## src/rtl/reg2axi_pkg.sv

```systemverilog
// rtl/reg2axi_pkg.sv - shared types and constants for the register-to-AXI4-Lite master
package reg2axi_pkg;

    typedef enum logic [2:0] {
        IDLE    = 3'd0,
        WR_AW_W = 3'd1,
        WR_B    = 3'd2,
        RD_AR   = 3'd3,
        RD_R    = 3'd4,
        RSP     = 3'd5
    } state_e;

    localparam logic [1:0] RESP_OKAY   = 2'b00;
    localparam logic [1:0] RESP_EXOKAY = 2'b01;
    localparam logic [1:0] RESP_SLVERR = 2'b10;
    localparam logic [1:0] RESP_DECERR = 2'b11;

    localparam logic [3:0] AXCACHE_DEFAULT = 4'b0000;

endpackage

```

## src/rtl/reg2axi4lite_master.sv

```systemverilog
// rtl/reg2axi4lite_master.sv - single-outstanding AXI4-Lite master fed by a valid/ready request port
// Optional saturating error counter on err_clr/err_count: define REG2AXI_ERR_CNT_EN.
module reg2axi4lite_master
    import reg2axi_pkg::*;
#(
    parameter int         ADDR_WIDTH = 32,
    parameter int         DATA_WIDTH = 32,
    parameter logic [2:0] AXPROT     = 3'b000,
    parameter int         ERR_CNT_W  = 16
) (
    input  logic                  ACLK,
    input  logic                  ARESETN,

    input  logic                  req_valid,
    output logic                  req_ready,
    input  logic                  req_write,
    input  logic [ADDR_WIDTH-1:0] req_addr,
    input  logic [DATA_WIDTH-1:0] req_wdata,
    input  logic [3:0]            req_wstrb,

    output logic                  rsp_valid,
    input  logic                  rsp_ready,
    output logic [DATA_WIDTH-1:0] rsp_rdata,
    output logic [1:0]            rsp_resp,

    output logic [ADDR_WIDTH-1:0] AWADDR,
    output logic [3:0]            AWCACHE,
    output logic [2:0]            AWPROT,
    output logic                  AWVALID,
    input  logic                  AWREADY,
    output logic [DATA_WIDTH-1:0] WDATA,
    output logic [3:0]            WSTRB,
    output logic                  WVALID,
    input  logic                  WREADY,
    input  logic [1:0]            BRESP,
    input  logic                  BVALID,
    output logic                  BREADY,
    output logic [ADDR_WIDTH-1:0] ARADDR,
    output logic [3:0]            ARCACHE,
    output logic [2:0]            ARPROT,
    output logic                  ARVALID,
    input  logic                  ARREADY,
    input  logic [DATA_WIDTH-1:0] RDATA,
    input  logic [1:0]            RRESP,
    input  logic                  RVALID,
    output logic                  RREADY
`ifdef REG2AXI_ERR_CNT_EN
    ,
    input  logic                  err_clr,
    output logic [ERR_CNT_W-1:0]  err_count
`endif
);

    // WSTRB is fixed at 4 bits, so only a 32-bit data path is meaningful.
    if (DATA_WIDTH != 32 || ERR_CNT_W < 1) begin : g_unsupported_params
    end

    state_e r_state;
    state_e w_state_nxt;

    logic                  r_awvalid, w_awvalid_nxt;
    logic                  r_wvalid,  w_wvalid_nxt;
    logic                  r_bready,  w_bready_nxt;
    logic                  r_arvalid, w_arvalid_nxt;
    logic                  r_rready,  w_rready_nxt;
    logic                  r_rsp_valid, w_rsp_valid_nxt;
    logic [ADDR_WIDTH-1:0] r_awaddr,  w_awaddr_nxt;
    logic [ADDR_WIDTH-1:0] r_araddr,  w_araddr_nxt;
    logic [DATA_WIDTH-1:0] r_wdata,   w_wdata_nxt;
    logic [3:0]            r_wstrb,   w_wstrb_nxt;
    logic [DATA_WIDTH-1:0] r_rsp_rdata, w_rsp_rdata_nxt;
    logic [1:0]            r_rsp_resp,  w_rsp_resp_nxt;

    // A channel counts as done once its VALID has already dropped or is handshaking now.
    logic w_aw_done;
    logic w_w_done;
    assign w_aw_done = !r_awvalid || AWREADY;
    assign w_w_done  = !r_wvalid  || WREADY;

    always_ff @(posedge ACLK or negedge ARESETN) begin
        if (!ARESETN) begin
            r_state <= IDLE;
        end else begin
            r_state <= w_state_nxt;
        end
    end

    always_comb begin
        w_state_nxt = r_state;
        case (r_state)
            IDLE:    if (req_valid) w_state_nxt = req_write ? WR_AW_W : RD_AR;
            WR_AW_W: if (w_aw_done && w_w_done) w_state_nxt = WR_B;
            WR_B:    if (BVALID) w_state_nxt = RSP;
            RD_AR:   if (ARREADY) w_state_nxt = RD_R;
            RD_R:    if (RVALID) w_state_nxt = RSP;
            RSP:     if (rsp_ready) w_state_nxt = IDLE;
            default: w_state_nxt = IDLE;
        endcase
    end

    always_comb begin
        w_awvalid_nxt   = r_awvalid;
        w_wvalid_nxt    = r_wvalid;
        w_bready_nxt    = r_bready;
        w_arvalid_nxt   = r_arvalid;
        w_rready_nxt    = r_rready;
        w_rsp_valid_nxt = r_rsp_valid;
        w_awaddr_nxt    = r_awaddr;
        w_araddr_nxt    = r_araddr;
        w_wdata_nxt     = r_wdata;
        w_wstrb_nxt     = r_wstrb;
        w_rsp_rdata_nxt = r_rsp_rdata;
        w_rsp_resp_nxt  = r_rsp_resp;
        case (r_state)
            IDLE: begin
                if (req_valid) begin
                    if (req_write) begin
                        w_awaddr_nxt  = req_addr;
                        w_wdata_nxt   = req_wdata;
                        w_wstrb_nxt   = req_wstrb;
                        w_awvalid_nxt = 1'b1;
                        w_wvalid_nxt  = 1'b1;
                    end else begin
                        w_araddr_nxt  = req_addr;
                        w_arvalid_nxt = 1'b1;
                    end
                end
            end
            WR_AW_W: begin
                if (AWREADY) w_awvalid_nxt = 1'b0;
                if (WREADY)  w_wvalid_nxt  = 1'b0;
                if (w_aw_done && w_w_done) w_bready_nxt = 1'b1;
            end
            WR_B: begin
                if (BVALID) begin
                    w_bready_nxt    = 1'b0;
                    w_rsp_valid_nxt = 1'b1;
                    w_rsp_rdata_nxt = '0;
                    w_rsp_resp_nxt  = BRESP;
                end
            end
            RD_AR: begin
                if (ARREADY) begin
                    w_arvalid_nxt = 1'b0;
                    w_rready_nxt  = 1'b1;
                end
            end
            RD_R: begin
                if (RVALID) begin
                    w_rready_nxt    = 1'b0;
                    w_rsp_valid_nxt = 1'b1;
                    w_rsp_rdata_nxt = RDATA;
                    w_rsp_resp_nxt  = RRESP;
                end
            end
            RSP: begin
                if (rsp_ready) w_rsp_valid_nxt = 1'b0;
            end
            default: ;
        endcase
    end

    always_ff @(posedge ACLK or negedge ARESETN) begin
        if (!ARESETN) begin
            r_awvalid   <= 1'b0;
            r_wvalid    <= 1'b0;
            r_bready    <= 1'b0;
            r_arvalid   <= 1'b0;
            r_rready    <= 1'b0;
            r_rsp_valid <= 1'b0;
            r_awaddr    <= '0;
            r_araddr    <= '0;
            r_wdata     <= '0;
            r_wstrb     <= '0;
            r_rsp_rdata <= '0;
            r_rsp_resp  <= '0;
        end else begin
            r_awvalid   <= w_awvalid_nxt;
            r_wvalid    <= w_wvalid_nxt;
            r_bready    <= w_bready_nxt;
            r_arvalid   <= w_arvalid_nxt;
            r_rready    <= w_rready_nxt;
            r_rsp_valid <= w_rsp_valid_nxt;
            r_awaddr    <= w_awaddr_nxt;
            r_araddr    <= w_araddr_nxt;
            r_wdata     <= w_wdata_nxt;
            r_wstrb     <= w_wstrb_nxt;
            r_rsp_rdata <= w_rsp_rdata_nxt;
            r_rsp_resp  <= w_rsp_resp_nxt;
        end
    end

    assign req_ready = (r_state == IDLE);
    assign rsp_valid = r_rsp_valid;
    assign rsp_rdata = r_rsp_rdata;
    assign rsp_resp  = r_rsp_resp;
    assign AWADDR    = r_awaddr;
    assign AWCACHE   = AXCACHE_DEFAULT;
    assign AWPROT    = AXPROT;
    assign AWVALID   = r_awvalid;
    assign WDATA     = r_wdata;
    assign WSTRB     = r_wstrb;
    assign WVALID    = r_wvalid;
    assign BREADY    = r_bready;
    assign ARADDR    = r_araddr;
    assign ARCACHE   = AXCACHE_DEFAULT;
    assign ARPROT    = AXPROT;
    assign ARVALID   = r_arvalid;
    assign RREADY    = r_rready;

`ifdef REG2AXI_ERR_CNT_EN
    logic                 w_resp_capture;
    logic [1:0]           w_resp_in;
    logic [ERR_CNT_W-1:0] r_err_count;

    assign w_resp_capture = ((r_state == WR_B) && BVALID) || ((r_state == RD_R) && RVALID);
    assign w_resp_in      = (r_state == WR_B) ? BRESP : RRESP;

    always_ff @(posedge ACLK or negedge ARESETN) begin
        if (!ARESETN) begin
            r_err_count <= '0;
        end else if (err_clr) begin
            r_err_count <= '0;
        end else if (w_resp_capture && (w_resp_in != RESP_OKAY) && (r_err_count != '1)) begin
            r_err_count <= r_err_count + ERR_CNT_W'(1);
        end
    end

    assign err_count = r_err_count;
`endif

endmodule
```

## config.mk

```make
export PLATFORM = sky130hd
export DESIGN_NAME = reg2axi4lite_master
export DESIGN_NICKNAME = d
export VERILOG_FILES = /design/src/rtl/reg2axi_pkg.sv /design/src/rtl/reg2axi4lite_master.sv
export SDC_FILE = /design/constraint.sdc
export NUM_CORES = 1
export LEC_CHECK = 0
export CORE_MARGIN = 2
export CORE_UTILIZATION = 42
export DETAILED_ROUTE_END_ITERATION = 10
export PLACE_DENSITY_LB_ADDON = 0.15
export SYNTH_ARGS = -nofsm -noshare
export SYNTH_HDL_FRONTEND = slang
export SYNTH_SLANG_ARGS = --single-unit
```

## constraint.sdc

```tcl
create_clock -name ACLK -period 1.74 [get_ports ACLK]
set_input_delay 0.174 -clock ACLK [delete_from_list [all_inputs] [get_ports ACLK]]
set_output_delay 0.174 -clock ACLK [all_outputs]
set_load 0.005 [all_outputs]
```

Word level (Yosys, flattened, before mapping)
Cells that the tools add are included.

cells by class
  reductions and logical operators = 22
  equality and inequality tests = 15
  muxes and demuxes = 34
  bitwise logic cells = 1

operators with widths
  kind                                                                   count
  32-bit two-way mux                                                     2
  32-bit case mux with 2 select lines                                    1
  3-bit two-way mux                                                      6
  2-bit != test, second input constant                                   9
  3-bit case mux with 6 select lines                                     1
  4-bit AND reduction                                                    4
  3-bit AND reduction                                                    5
  1-bit two-way mux                                                      14
  1-bit case mux with 2 select lines                                     5
  2-bit nonzero test                                                     5
  3-bit by 2-bit equality test with 1-bit output, second input constant  2
  3-bit equality test, second input constant                             2
  2-bit two-way mux                                                      3
  6-bit AND reduction                                                    1
  2-bit case mux with 2 select lines                                     1
  3-bit by 1-bit equality test with 1-bit output, second input constant  1
  3-bit zero test                                                        1
  1-bit case mux with 3 select lines                                     1
  3-bit nonzero test                                                     1
  1-bit zero test                                                        2
  1-bit logical OR                                                       2
  2-bit by 1-bit != test with 1-bit output, second input constant        1
  1-bit logical AND                                                      1
  1-bit NOT                                                              1

storage, ports and cells
  input port bits = 114
  register bits = 143
  output and inout bits = 155
  word-level logic and storage cells = 85

Logic depth before layout (Yosys ltp)
  depth in word-level cells = 5
  mapped depth = 6

Least setup slack after synthesis
OpenSTA, ideal clock, no wires.

  kind = register -> register
  start point = register r_state[0]
  end point = register r_wdata[23], in the netlist WDATA[23]
  data required time = 1,613 ps
  path slack = 120 ps
  data arrival time = 1,492 ps
  period minus slack after synthesis = 1,620 ps
  stages on the path, launching flop included = 7
  path through = dfrtp_1 buf_2 nor3_4 and3_1 buf_6 buf_6 mux2_1

on the way
  longest elaborated chain between the ends = 2

RTL lines
  item                                  line                        source
  start: declaration                    reg2axi4lite_master.sv:58   state_e r_state;
  start signal: assignment              reg2axi4lite_master.sv:84   r_state <= w_state_nxt;
  3-bit zero test                       n/a
  named net req_ready                   reg2axi4lite_master.sv:15   output logic req_ready,
  3-bit AND reduction (no source line)  n/a
  end signal: assignment                reg2axi4lite_master.sv:186  r_wdata <= w_wdata_nxt;
  end: declaration                      reg2axi4lite_master.sv:69   logic [DATA_WIDTH-1:0] r_wdata, w_wdata_nxt;

The timed path passes the listed nets, and every way through them passes these cells.
A chain may end at the register's enable or synchronous reset.

Final worst setup path
  start point = register r_state[1]
  end point = register r_awaddr[28], in the netlist AWADDR[28]

on the way
  longest elaborated chain between the ends = 2

RTL lines
  item                                  line                        source
  3-bit zero test                       reg2axi4lite_master.sv:114  case (r_state)
  3-bit AND reduction (no source line)  n/a
  end signal: assignment                reg2axi4lite_master.sv:184  r_awaddr <= w_awaddr_nxt;
  end: declaration                      reg2axi4lite_master.sv:67   logic [ADDR_WIDTH-1:0] r_awaddr, w_awaddr_nxt;

Every way passes these cells.

==> flow_metrics.env <==
export IMPL_dp_slack_ns=0.000835
export IMPL_antenna_found_initial=0
export IMPL_drtIter0Drc=121
export IMPL_cts_buffers=17
export IMPL_cts_reportedPaths_clkPinSlew_ns=0.05
export IMPL_finalSetupTns_ns=0
export IMPL_dr_pass1_iters=4
export IMPL_die_w_um=123
export IMPL_yosys_area_top_type="dfrtp_1"
export IMPL_drv_cap=0
export IMPL_postPlaceCellArea_um2=8670
export IMPL_arrival_ns=2.01
export IMPL_synth_distinct_cells=35
export IMPL_ys_ff_latch=143
export IMPL_grt_use_total=0.196
export IMPL_wire_per_inst_um=17.0
export IMPL_critPathMaxStageDelay_ns=0.40
export IMPL_tritoncts="built"
export IMPL_die_y_um=123
export IMPL_clockRootBuffer="clkbuf_16"
export IMPL_vdd_ir_drop_max_v=0.000863
export IMPL_clock_path_buffers=2
export IMPL_ioPinCount=269
export IMPL_wirelength_um=15200
export IMPL_numPortBuffers=254
export IMPL_end_kind="flip-flop"
export IMPL_path_max_fanout=8
export IMPL_grt_max_degree=44
export IMPL_netlist_instances=422
export IMPL_drc=0
export IMPL_crit_required_ns=2.03
export IMPL_fin_crit_ns=1.72
export IMPL_vias=4254
export IMPL_start_kind="flip-flop"
export IMPL_drv_slew=0
export IMPL_yosysSeqAreaShare=0.605
export IMPL_die_area_um2=15000
export IMPL_hold_path_class="primary input to asynchronous set/reset pin"
export IMPL_syn_area_per_cell_um2=14.0
export IMPL_place_hpwl_um=10900
export IMPL_routed_via_density=4.75
export IMPL_grt_pass1_wl_um=22300
export IMPL_p_leak_nw=3.95
export IMPL_r2r_start="r_state[1]"
export IMPL_period_share=0.987
export IMPL_clkLatencyLatePin_ns=0.41
export IMPL_finalHoldViolCount=0
export IMPL_row_count=43
export IMPL_rrSetupSlack_ns=0.02
export IMPL_final_net_count=818
export IMPL_setup_ws_ns=0.0219
export IMPL_layout_drive_gt1_share=0.214
export IMPL_start_util=0.428
export IMPL_critical_path_cell_chain="nor3_4, buf_4, and3_4, buf_12, clkbuf_16, mux2_2"
export IMPL_ys_warn_count=0
export IMPL_p_per_area_nw_per_um2=1730
export IMPL_ant_nets=0
export IMPL_yosysTopAreaCellShare=0.605
export IMPL_status="finished, final reports clean"
export IMPL_syn_area_um2=5910
export IMPL_grt_overflow_total=0
export IMPL_setup_viol=0
export IMPL_r2r_end="AWADDR[28]"
export IMPL_nFillCells=995
export IMPL_grt_pass1_vias=4280
export IMPL_fmax_ghz=0.582
export IMPL_design_area_um2=9410
export IMPL_synthToLayoutAreaGrowth_pct=59.2
export IMPL_synthTopCellsByArea="dfrtp_1, mux2_2, mux2i_1"
export IMPL_rr_worst_depth=6
export IMPL_worstSetupPathType="flip-flop to flip-flop"
export IMPL_final_core_util=0.681
export IMPL_htreeDepth=4
export IMPL_fin_skew_ns=0.00683
export IMPL_rsz0062_at_grt="yes"
export IMPL_cp_slowest_cell="dfrtp_1"
export IMPL_diodes=0
export IMPL_core_um2=13800
export IMPL_routabilityCongestion=0.810
export IMPL_clkSinkCount=143
## cells in the mapped netlist
| library cell | number |
|---|---|
| and3_1 | 1 |
| nor3b_2 | 1 |
| and3b_1 | 1 |
| buf_4 | 17 |
| a41oi_1 | 1 |
| nand3b_1 | 2 |
| a31oi_1 | 1 |
| mux2_2 | 91 |
| nor3_1 | 1 |
| mux2i_1 | 32 |
| o32a_1 | 1 |
| o21ai_0 | 6 |
| a32oi_1 | 1 |
| nand3b_2 | 1 |
| inv_1 | 36 |
| a22oi_1 | 1 |
| buf_6 | 5 |
| o211ai_1 | 1 |
| nor3_4 | 1 |
| buf_8 | 6 |
| clkbuf_1 | 2 |
| buf_2 | 5 |
| conb_1 | 1 |
| mux2_1 | 14 |
| a211oi_1 | 1 |
| a2bb2oi_1 | 2 |
| a211o_1 | 1 |
| nor3b_1 | 1 |
| nor2b_1 | 2 |
| dfrtp_1 | 143 |
| nand2b_1 | 3 |
| nand3_1 | 1 |
| a21oi_2 | 1 |
| nand2_1 | 37 |
| a311oi_1 | 1 |
## kinds of logic (layout without fill, tap and decap cells)
logic type,Yosys count,in the layout,synth area share
AO/OA/AOI/OAI,18,18,0.0220
buffers and inverters,71,351,0.0747
flip-flops,143,143,0.605
multiplexers,137,137,0.254
other,1,14,0.000634
AND/OR/NAND/NOR,52,52,0.0436
## timing repair
action	4_1_cts	5_1_grt
endpoints found under the hold margin	80	0
pin swaps	1	1
endpoints found under the setup margin	1	66
gates resized for setup	2	5
cloned	0	6
hold buffers	1	0
setup buffers	1	3
## worst max-delay path: cells and delay by family (launching register included)
family	cells	cell delay, ns
buf+inv	3	0.46
flops	1	0.40
simple gates	2	0.40
mux	1	0.33
## per-stage QoR
step | total power [mW] | hold WS (ns) | cells
finish | 16.2 | 0.217 | 895
global route | 17.2 | 0.233 | 895
floorplan | 8.40 | -0.122 | 435
detailed placement | 12.8 | 0.0911 | 854
global placement | 12.6 | 0.0901 | 854
CTS | 16.3 | 0.220 | 886
## power breakdown
part / internal (mW) / switching [mW]
Combinational: 4.65 / 2.34
Clock: 2.10 / 1.28
Sequential: 4.99 / 0.884
## final cells by class
class	instances	area (um2)	area share
Clock buffer	25	495	0.0526
Clock inverter	5	56.3	0.00598
Inverter	36	135	0.0144
Multi-Input combinational cell	221	1960	0.208
Sequential cell	143	3580	0.380
Timing Repair Buffer	285	2960	0.315
Tap cell	180	225	0.0239
## state kept, by name (all words and copies together) (netlist names), 2 cells and up
| signal | cells |
|---|---|
| WDATA | 32 |
| rsp_rdata | 32 |
| ARADDR | 32 |
| AWADDR | 32 |
| WSTRB | 4 |
| rsp_resp | 2 |
| r_state | 3 |
## cell usage in the layout (no fill, tap or decap), drive strengths merged, types with 2 or more instances in the layout
cell type | synthesis | layout
nand3b | 3 | 3
conb | 1 | 14
clkbuf | 2 | 29
nor3b | 2 | 2
nand2 | 37 | 37
nor2b | 2 | 2
inv | 36 | 36
a2bb2oi | 2 | 2
clkinv | 0 | 3
mux2 | 105 | 105
dfrtp | 143 | 143
mux2i | 32 | 32
clkdlybuf4s50 | 0 | 252
nand2b | 3 | 3
buf | 33 | 27
o21ai | 6 | 6
nor3 | 2 | 2
## routing by layer
layer	part of all wire	global-route usage	wire, um	vias up
met1	0.38	0.220	5740	2082
met3	0.090	0.0832	1370	39
li1	-	-	-	1958
met4	0.034	0.0912	511	0
met5	0	0	0	-
met2	0.50	0.323	7600	175
## worst max path at each step
stage                          start          to  slack (ns)  cells after the start
after floorplan           r_state[0]   WDATA[23]        0.12                      6
after global placement     req_valid  AWADDR[20]        0.04                      4
after detailed placement   req_valid   AWADDR[7]      0.0008                      4
after CTS                 r_state[2]    WDATA[6]        0.02                      5
after global routing      r_state[1]   AWADDR[8]       -0.01                      6
final                     r_state[1]  AWADDR[28]        0.02                      6
No activity file was read; power rests on OpenSTA's default activity.
